### config.mk
export PLATFORM = sky130hd
export DESIGN_NAME = rob_mp_ram
export DESIGN_NICKNAME = d
export VERILOG_FILES = /design/src/rtl/rob_ram_pkg.sv /design/src/rtl/rob_ram_rd_port.sv /design/src/rtl/rob_mp_ram.sv
export SDC_FILE = /design/constraint.sdc
export NUM_CORES = 1
export LEC_CHECK = 0
export ABC_AREA = 1
export CORE_ASPECT_RATIO = 1.2
export CORE_MARGIN = 5
export CORE_UTILIZATION = 35
export DETAILED_ROUTE_END_ITERATION = 6
export GPL_ROUTABILITY_DRIVEN = 0
export PLACE_DENSITY = 0.58
export SLEW_MARGIN = 0
export SYNTH_ARGS = -nofsm -noshare
export SYNTH_HDL_FRONTEND = slang
export SYNTH_HIERARCHICAL = 1
export SYNTH_SLANG_ARGS = --single-unit
### constraint.sdc
create_clock -name clk -period 5.6 [get_ports clk]
set_clock_uncertainty 0.05 [all_clocks]
set_input_delay 1.4 -clock clk [delete_from_list [all_inputs] [get_ports clk]]
set_output_delay 1.4 -clock clk [all_outputs]
set_load 0.05 [all_outputs]
### src/rtl/rob_ram_pkg.sv
// Shared constants and helpers for the multi-port reorder-buffer RAM.
// Read-mode selectors and a packed-bus field extractor used by the top and read ports.
package rob_ram_pkg;

  localparam int RD_COMB   = 0;
  localparam int RD_REGD   = 1;

  // Upper bounds for the generic field extractor below.
  localparam int BUS_MAX   = 512;
  localparam int FIELD_MAX = 64;

  function automatic logic [FIELD_MAX-1:0] unpack_port(
    input logic [BUS_MAX-1:0] bus,
    input int                 k,
    input int                 w
  );
    logic [BUS_MAX-1:0] shifted;
    logic [BUS_MAX-1:0] mask;
    shifted = bus >> (k * w);
    mask    = (BUS_MAX'(1'b1) << w) - BUS_MAX'(1'b1);
    return FIELD_MAX'(shifted & mask);
  endfunction

endpackage

### src/rtl/rob_ram_rd_port.sv
// One read port of the ROB RAM: range check, write-bypass select and
// optional output register.
module rob_ram_rd_port
  import rob_ram_pkg::*;
#(
  parameter int WIDTH  = 8,
  parameter int ADDR   = 4,
  parameter int DEPTH  = 16,
  parameter int RD_REG = RD_REGD,
  parameter int BYPASS = 1
) (
  input  logic             clk_i,
  input  logic             rst_i,
  input  logic             rd_en_i,
  input  logic [ADDR-1:0]  rd_addr_i,
  input  logic [WIDTH-1:0] ent_data_i,
  input  logic             ent_vld_i,
  input  logic             byp_hit_i,
  input  logic [WIDTH-1:0] byp_data_i,
  output logic [WIDTH-1:0] rd_data_o,
  output logic             rd_vld_o,
  output logic             rd_ack_o
);

  localparam logic [ADDR:0] DEPTH_W = (ADDR+1)'(DEPTH);

  logic             in_range_s;
  logic             byp_s;
  logic [WIDTH-1:0] res_data_s;
  logic             res_vld_s;

  assign in_range_s = ({1'b0, rd_addr_i} < DEPTH_W);
  assign byp_s      = (BYPASS != 0) ? byp_hit_i : 1'b0;

  // Resolve the value this port would return: out-of-range, bypassed or stored.
  always_comb begin
    res_data_s = '0;
    res_vld_s  = 1'b0;
    if (!in_range_s) begin
      res_data_s = '0;
      res_vld_s  = 1'b0;
    end else if (byp_s) begin
      res_data_s = byp_data_i;
      res_vld_s  = 1'b1;
    end else begin
      res_data_s = ent_data_i;
      res_vld_s  = ent_vld_i;
    end
  end

  generate
    if (RD_REG == RD_REGD) begin : g_regd
      logic [WIDTH-1:0] data_q, data_d;
      logic             vld_q, vld_d;
      logic             ack_q, ack_d;

      // Next-state for the output register; a disabled port keeps its data.
      always_comb begin
        data_d = data_q;
        vld_d  = 1'b0;
        ack_d  = rd_en_i;
        if (rd_en_i) begin
          data_d = res_data_s;
          vld_d  = res_vld_s;
        end else begin
          data_d = data_q;
          vld_d  = 1'b0;
        end
      end

      // Output register.
      always_ff @(posedge clk_i or posedge rst_i) begin
        if (rst_i) begin
          data_q <= '0;
          vld_q  <= 1'b0;
          ack_q  <= 1'b0;
        end else begin
          data_q <= data_d;
          vld_q  <= vld_d;
          ack_q  <= ack_d;
        end
      end

      assign rd_data_o = data_q;
      assign rd_vld_o  = vld_q;
      assign rd_ack_o  = ack_q;
    end else begin : g_comb
      // Combinational result, forced to zero while disabled or held in reset.
      always_comb begin
        rd_data_o = '0;
        rd_vld_o  = 1'b0;
        rd_ack_o  = rd_en_i & ~rst_i;
        if (rst_i || !rd_en_i) begin
          rd_data_o = '0;
          rd_vld_o  = 1'b0;
        end else begin
          rd_data_o = res_data_s;
          rd_vld_o  = res_vld_s;
        end
      end
    end
  endgenerate

endmodule

### src/rtl/rob_mp_ram.sv
// Multi-port ROB storage: NWR writers, NRD readers, per-entry valid bits,
// invalidate/flush and optional write-to-read bypass.
module rob_mp_ram
  import rob_ram_pkg::*;
#(
  parameter int WIDTH  = 8,
  parameter int ADDR   = 4,
  parameter int DEPTH  = 32'd1 << ADDR,
  parameter int NWR    = 2,
  parameter int NRD    = 3,
  parameter int RD_REG = RD_REGD,
  parameter int BYPASS = 1
) (
  input  logic                 clk,
  input  logic                 reset,
  input  logic [NWR-1:0]       wr_en,
  input  logic [NWR*ADDR-1:0]  wr_addr,
  input  logic [NWR*WIDTH-1:0] wr_data,
  input  logic                 inv_en,
  input  logic [ADDR-1:0]      inv_addr,
  input  logic                 flush,
  input  logic [NRD-1:0]       rd_en,
  input  logic [NRD*ADDR-1:0]  rd_addr,
  output logic [NRD*WIDTH-1:0] rd_data,
  output logic [NRD-1:0]       rd_vld,
  output logic [NRD-1:0]       rd_ack,
  output logic                 wr_collide
);

  localparam logic [ADDR:0] DEPTH_W = (ADDR+1)'(DEPTH);

  logic [ADDR-1:0]  wa_s [NWR];
  logic [WIDTH-1:0] wd_s [NWR];
  logic [NWR-1:0]   wv_s;

  logic [WIDTH-1:0] mem_q [DEPTH];
  logic [WIDTH-1:0] mem_d [DEPTH];
  logic [DEPTH-1:0] valid_q, valid_d;
  logic             collide_q, collide_d;

  logic [ADDR-1:0]  ra_s       [NRD];
  logic [WIDTH-1:0] ent_data_s [NRD];
  logic [NRD-1:0]   ent_vld_s;
  logic [NRD-1:0]   byp_hit_s;
  logic [WIDTH-1:0] byp_data_s [NRD];

  // Unpack write ports; a port only counts when enabled and in range.
  always_comb begin : p_wr_unpack
    wv_s = '0;
    for (int k = 0; k < NWR; k++) begin
      wa_s[k] = ADDR'(unpack_port(BUS_MAX'(wr_addr), k, ADDR));
      wd_s[k] = WIDTH'(unpack_port(BUS_MAX'(wr_data), k, WIDTH));
      wv_s[k] = wr_en[k] & ({1'b0, wa_s[k]} < DEPTH_W);
    end
  end

  // Any pair of live write ports on the same entry is a collision.
  always_comb begin : p_collide
    collide_d = 1'b0;
    for (int k = 0; k < NWR; k++) begin
      for (int m = k + 1; m < NWR; m++) begin
        collide_d = collide_d | (wv_s[k] & wv_s[m] & (wa_s[k] == wa_s[m]));
      end
    end
  end

  // Per-entry next state: later ports override earlier ones, and a write
  // beats a same-cycle flush or invalidate.
  always_comb begin : p_wr_resolve
    logic             hit_s;
    logic             clr_s;
    logic             sel_s;
    logic [WIDTH-1:0] wdat_s;
    hit_s   = 1'b0;
    clr_s   = 1'b0;
    sel_s   = 1'b0;
    wdat_s  = '0;
    valid_d = valid_q;
    for (int e = 0; e < DEPTH; e++) begin
      hit_s  = 1'b0;
      wdat_s = mem_q[e];
      for (int k = 0; k < NWR; k++) begin
        sel_s  = wv_s[k] & (wa_s[k] == ADDR'(e));
        wdat_s = sel_s ? wd_s[k] : wdat_s;
        hit_s  = hit_s | sel_s;
      end
      clr_s      = flush | (inv_en & (inv_addr == ADDR'(e)));
      mem_d[e]   = wdat_s;
      valid_d[e] = hit_s | (valid_q[e] & ~clr_s);
    end
  end

  // Per read port: stored entry lookup plus the winning same-cycle write.
  always_comb begin : p_rd_lookup
    logic             sel_s;
    logic [WIDTH-1:0] d_s;
    logic             v_s;
    logic             h_s;
    logic [WIDTH-1:0] b_s;
    sel_s     = 1'b0;
    d_s       = '0;
    v_s       = 1'b0;
    h_s       = 1'b0;
    b_s       = '0;
    ent_vld_s = '0;
    byp_hit_s = '0;
    for (int j = 0; j < NRD; j++) begin
      ra_s[j] = ADDR'(unpack_port(BUS_MAX'(rd_addr), j, ADDR));
      d_s     = '0;
      v_s     = 1'b0;
      for (int e = 0; e < DEPTH; e++) begin
        sel_s = (ra_s[j] == ADDR'(e));
        d_s   = sel_s ? mem_q[e] : d_s;
        v_s   = sel_s ? valid_q[e] : v_s;
      end
      h_s = 1'b0;
      b_s = '0;
      for (int k = 0; k < NWR; k++) begin
        sel_s = wv_s[k] & (wa_s[k] == ra_s[j]);
        b_s   = sel_s ? wd_s[k] : b_s;
        h_s   = h_s | sel_s;
      end
      ent_data_s[j] = d_s;
      ent_vld_s[j]  = v_s;
      byp_hit_s[j]  = h_s;
      byp_data_s[j] = b_s;
    end
  end

  // Storage, valid bits and the collision flag.
  always_ff @(posedge clk or posedge reset) begin
    if (reset) begin
      for (int e = 0; e < DEPTH; e++) begin
        mem_q[e] <= '0;
      end
      valid_q   <= '0;
      collide_q <= 1'b0;
    end else begin
      mem_q     <= mem_d;
      valid_q   <= valid_d;
      collide_q <= collide_d;
    end
  end

  assign wr_collide = collide_q;

  generate
    for (genvar j = 0; j < NRD; j++) begin : g_rd
      rob_ram_rd_port #(
        .WIDTH  (WIDTH),
        .ADDR   (ADDR),
        .DEPTH  (DEPTH),
        .RD_REG (RD_REG),
        .BYPASS (BYPASS)
      ) u_rd_port (
        .clk_i      (clk),
        .rst_i      (reset),
        .rd_en_i    (rd_en[j]),
        .rd_addr_i  (ra_s[j]),
        .ent_data_i (ent_data_s[j]),
        .ent_vld_i  (ent_vld_s[j]),
        .byp_hit_i  (byp_hit_s[j]),
        .byp_data_i (byp_data_s[j]),
        .rd_data_o  (rd_data[j*WIDTH +: WIDTH]),
        .rd_vld_o   (rd_vld[j]),
        .rd_ack_o   (rd_ack[j])
      );
    end
  endgenerate

endmodule

# --- Word-level counts from Yosys, hierarchy flattened ---
# Cells that the tools add are included.
totals:
  n_memories: 0
  ramBits: 0
  input_bits: 49
  register_bits: 175
  out_inout_bits: 31
  latchBits: 0
  rom_bits: 0
  wordCells: 428
op_classes:
  n_reduce_logical: 22
  div_mod_pow: 0
  magnitude_cmp: 0
  shift: 0
  addsub: 0
  eq_ne: 97
  n_mux: 143
  bitwise_logic: 139
  n_mul: 0
ops:
  columns: ["operator", "count"]
  rows:
  - ["8-bit two-way mux", 89]
  - ["4-bit == test (second input constant)", 48]
  - ["4-bit by 3-bit == test with 1-bit output (second input constant)", 24]
  - ["1-bit AND", 72]
  - ["1-bit two-way mux", 54]
  - ["1-bit OR", 51]
  - ["4-bit by 2-bit == test with 1-bit output (second input constant)", 12]
  - ["2-bit nonzero test", 16]
  - ["4-bit == test", 7]
  - ["4-bit by 1-bit == test with 1-bit output (second input constant)", 6]
  - ["4-bit zero test", 6]
  - ["1-bit inverter", 16]

# --- Depth between registers and ports, before layout ---
logic_depth:
  word_depth: 19
  ltp_mapped: 18
  mapped_depth_nobuf: 17

# --- Cells and area by module ---
# The synthesis kept the hierarchy.
modules_own_cells:
  columns: ["mod", "area_per_inst_um2", "seq_area_each_um2", "cells_per_inst", "instances"]
  rows:
  - ["rob_mp_ram", 11090.6, 3628.5, 1793, 1]
  - ["rob_ram_rd_port", 515.5, 250.2, 73, 3]

# --- Least setup slack after synthesis ---
# No wires, ideal clock.
synth_timing:
  path_kind: "input to register"
  from: "in rd_addr[5]"
  to: "reg g_rd[1].u_rd_port.g_regd.data_q[0]"
  n_path_buf: 2
  setup_ps: 118
  arrival_ps: 2743
  setup_slack_ps: 2689
  path_stages: 17
  t_required_ps: 5432
  path_cell_list: "buf_2 inv_1 nand2_1 nor2_1 buf_2 a21oi_1 nand3_1 nand2_1 nand4_1 nor2_1 nand3_1 nand2_1 nand4_1 inv_1 nand2_1 nand3_1 nand2_1"
synth_rtl:
  columns: ["element", "line_no", "source"]
  rows:
  - ["start, declared", "rob_mp_ram.sv:23", "input logic [NRD*ADDR-1:0] rd_addr,"]
  - ["end signal, assigned", "rob_ram_rd_port.sv:78", "data_q <= data_d;"]
  - ["end, declared", "rob_ram_rd_port.sv:53", "logic [WIDTH-1:0] data_q, data_d;"]

==> impl_metrics.env <==
export IMPL_drt_pre_antenna_iters=7
export IMPL_ff2ff_path_depth=14
export IMPL_synth_avg_cell_area_sq_um=6.281
export IMPL_max_slew_margin_rel_pct=25.17
export IMPL_clkLatencyLatePin_ns=0.45
export IMPL_critPathCaptureType="register"
export IMPL_path_clk_slew_ns=0.07
export IMPL_syn_inst=2012
export IMPL_setup_viol=0
export IMPL_antenna_found_initial=2
export IMPL_cp_endpoint="g_rd[1].u_rd_port/rd_data_o[6]$_DFFE_PP0P_"
export IMPL_violations="DRC"
export IMPL_r2r_start="mem_q[112]$_DFFE_PP0P_"
export IMPL_cts_resized=0
export IMPL_netlist_area_sq_mm=0.01264
export IMPL_ys_ff_latch=175
export IMPL_final_antenna_net_count=0
export IMPL_synth_seq_area_share_pct=34.65
export IMPL_hold_path_class="register to register"
export IMPL_rr_endpoint="g_rd[0].u_rd_port/rd_data_o[0]$_DFFE_PP0P_"
export IMPL_dp_hpwl_mm=46.65
export IMPL_routedWlPerCell_microns=25.39
export IMPL_crit_type="input pin to register"
export IMPL_coreArea_sq_mm=0.03575
export IMPL_cts_root_buf="clkbuf_16"
export IMPL_nets=2122
export IMPL_power_density_mw_per_mm2=308.0
export IMPL_cts_tree="done"
export IMPL_cp_arrival_ns=4.63
export IMPL_yosysMostFrequentCell="nand2_1"
export IMPL_cts_made_buffers=17
export IMPL_synth_area_leader_cell="dfrtp_1"
export IMPL_min_period_ns=4.291
export IMPL_yosysWarnings=6
export IMPL_area_delta_synth_final_pct=15.28
export IMPL_synth_top_area_share_pct=34.65
export IMPL_die_h_microns=218.2
export IMPL_vias_per_cell=6.011
export IMPL_outcome="finished, violations left"
export IMPL_io_pins=80
export IMPL_drt_wl_total_mm=64.89
export IMPL_grt_pass1_wl_mm=93.94
export IMPL_htree_num_levels=4
export IMPL_hold_viol=0
export IMPL_vias=15370
export IMPL_grtUsageTotal_pct=31.74
export IMPL_synth_cell_type_count=37
export IMPL_postCtsSetupBuffers=0
export IMPL_rows=76
export IMPL_cp_start_kind="input pin"
export IMPL_numPortBuffers=79
export IMPL_die_w_microns=183.5
export IMPL_fin_crit_sh_pct=76.62
export IMPL_synth_nets=2061
export IMPL_r2r_setup_slack_ns=3.14
export IMPL_worst_pin_slew_ns=1.119
export IMPL_fmax_ghz=0.2330
export IMPL_p_leak_nw=6.560
export IMPL_cp_required_ns=5.94
export IMPL_grt_start_max_net_pins=97
export IMPL_synth_edf_count=0
export IMPL_ys_top_cells_by_area="dfrtp_1, nand2_1, o21ai_0, inv_1, nor2_1"
export IMPL_drv_slew=0
export IMPL_crit_fanout=24
export IMPL_ys_async_sr_fraction_pct=100.0
export IMPL_startpoint="rd_addr[7]"
export IMPL_drc=3
export IMPL_rsz0062_at_grt="no"
export IMPL_worst_slack_ns=1.309
export IMPL_synth_common_cells="nand2_1, inv_1, nor2_1"
export IMPL_drt_iter0_markers=2471
export IMPL_dieArea_sq_mm=0.04002
export IMPL_maxCapViolCount=0
export IMPL_ir_drop_uv=171.1
export IMPL_cts_hold_buf=0
export IMPL_pre_cts_slack_ns=1.133
export IMPL_gr_total_overflow=0
export IMPL_drive_gt1_share_pct=5.513
export IMPL_synth_flop_cell="dfrtp_1"
export IMPL_clock_sinks=175
export IMPL_grt_pass1_vias=14490
export IMPL_tns_ns=0
export IMPL_initial_core_util_pct=35.34
export IMPL_clock_path_buffers=2
==> worst min-delay path by stage <==
stage / cells past startpoint / start / to
after floorplan: 2 / valid_q[14]$_DFF_PP0_ / valid_q[14]$_DFF_PP0_
after global placement: 2 / g_rd[0].u_rd_port/rd_data_o[0]$_DFFE_PP0P_ / g_rd[0].u_rd_port/rd_data_o[0]$_DFFE_PP0P_
after detailed placement: 2 / g_rd[0].u_rd_port/rd_data_o[6]$_DFFE_PP0P_ / g_rd[0].u_rd_port/rd_data_o[6]$_DFFE_PP0P_
after CTS: 2 / g_rd[0].u_rd_port/rd_data_o[6]$_DFFE_PP0P_ / g_rd[0].u_rd_port/rd_data_o[6]$_DFFE_PP0P_
after global routing: 2 / g_rd[0].u_rd_port/rd_data_o[7]$_DFFE_PP0P_ / g_rd[0].u_rd_port/rd_data_o[7]$_DFFE_PP0P_
final: 2 / g_rd[0].u_rd_port/rd_data_o[1]$_DFFE_PP0P_ / g_rd[0].u_rd_port/rd_data_o[1]$_DFFE_PP0P_
==> area by class of cell <==
| type | instances | area, sq um |
|---|---|---|
| inverter | 298 | 1139 |
| timing repair buffer | 111 | 1031 |
| clock buffer | 20 | 456.7 |
| sequential | 175 | 4379 |
| tap | 468 | 585.6 |
| antenna | 2 | 5.005 |
| clock inverter | 12 | 180.2 |
| multi-input combinational | 1470 | 6792 |
| fill | 3839 | 21190 |
==> where the power goes <==
| part | internal, mW | switching, mW | leakage, nW |
|---|---|---|---|
| Clock | 0.777 | 0.587 | 0.308 |
| Sequential | 1.54 | 0.311 | 2.16 |
| Combinational | 0.369 | 0.906 | 4.09 |
| Total | 2.68 | 1.80 | 6.56 |
==> registers in the layout, indices dropped and copies added (netlist names) <==
name and count:
g_rd.u_rd_port/rd_data_o 24, g_rd.u_rd_port/rd_vld_o 3, g_rd.u_rd_port/rd_ack_o 3, valid_q 16, wr_collide 1, mem_q 128
==> layout by cell type, fill, tap and decap left out, types with 17 or more instances in the layout <==
master	synthesis	layout
nor2_1	226	226
nand4_1	56	56
clkdlybuf4s50_1	0	79
nand2_1	562	562
o22ai_1	56	56
nor2_2	20	20
dfrtp_1	175	175
clkbuf_16	0	17
buf_4	4	32
inv_1	273	272
nand3_1	169	169
o221ai_1	18	18
o21ai_0	208	208
a21oi_1	86	86
==> critical path, stage by stage <==
cell and delay (ns):
clkdlybuf4s50_1 0.62, nor2_2 0.78, nand3_1 0.37, inv_1 0.26, nand2_1 0.07, nand4_1 0.20
nand2_1 0.16, nand3_1 0.14, nand2_1 0.07, nand4_1 0.11, nor2_1 0.08, nand3_1 0.11
inv_1 0.06, nand2_2 0.05, nand3_1 0.06, nand2_1 0.07
==> layer usage <==
layer  vias to the layer above  GRT usage (%)  wire length [microns]  part of all wire (%)
met2                      1190          48.16                  27820                    43
met5                         -              0                      0                     0
li1                       6699              -                      -                     -
met4                         0          25.29                   6864                    11
met3                       386          7.408                   7554                    12
met1                      7090          38.39                  22660                    35
==> kinds of logic (layout without fill, tap and decap cells) <==
kind of cell	count (synthesis)	in the layout	share of synthesized area (%)
simple gates	1055	1055	34.97
compound gates	411	411	18.50
other cells	0	2	0
buf+inv	367	441	11.60
flops	175	175	34.65
xor+xnor	4	4	0.2773
==> per-stage QoR <==
step	power [mW]	instances	hold WS, ns	utilization [%]	instance area, sq um
after global placement	3.071	2522	0.4140	38.95	13930
after global routing	4.627	2554	0.4564	40.73	14560
after detailed placement	3.076	2522	0.4168	38.95	13930
final	4.486	2556	0.4310	40.74	14570
after floorplan	2.489	2012	0.4358	-	12640
after CTS	4.428	2554	0.4361	40.73	14560
Power figures use the tool's default switching activity.
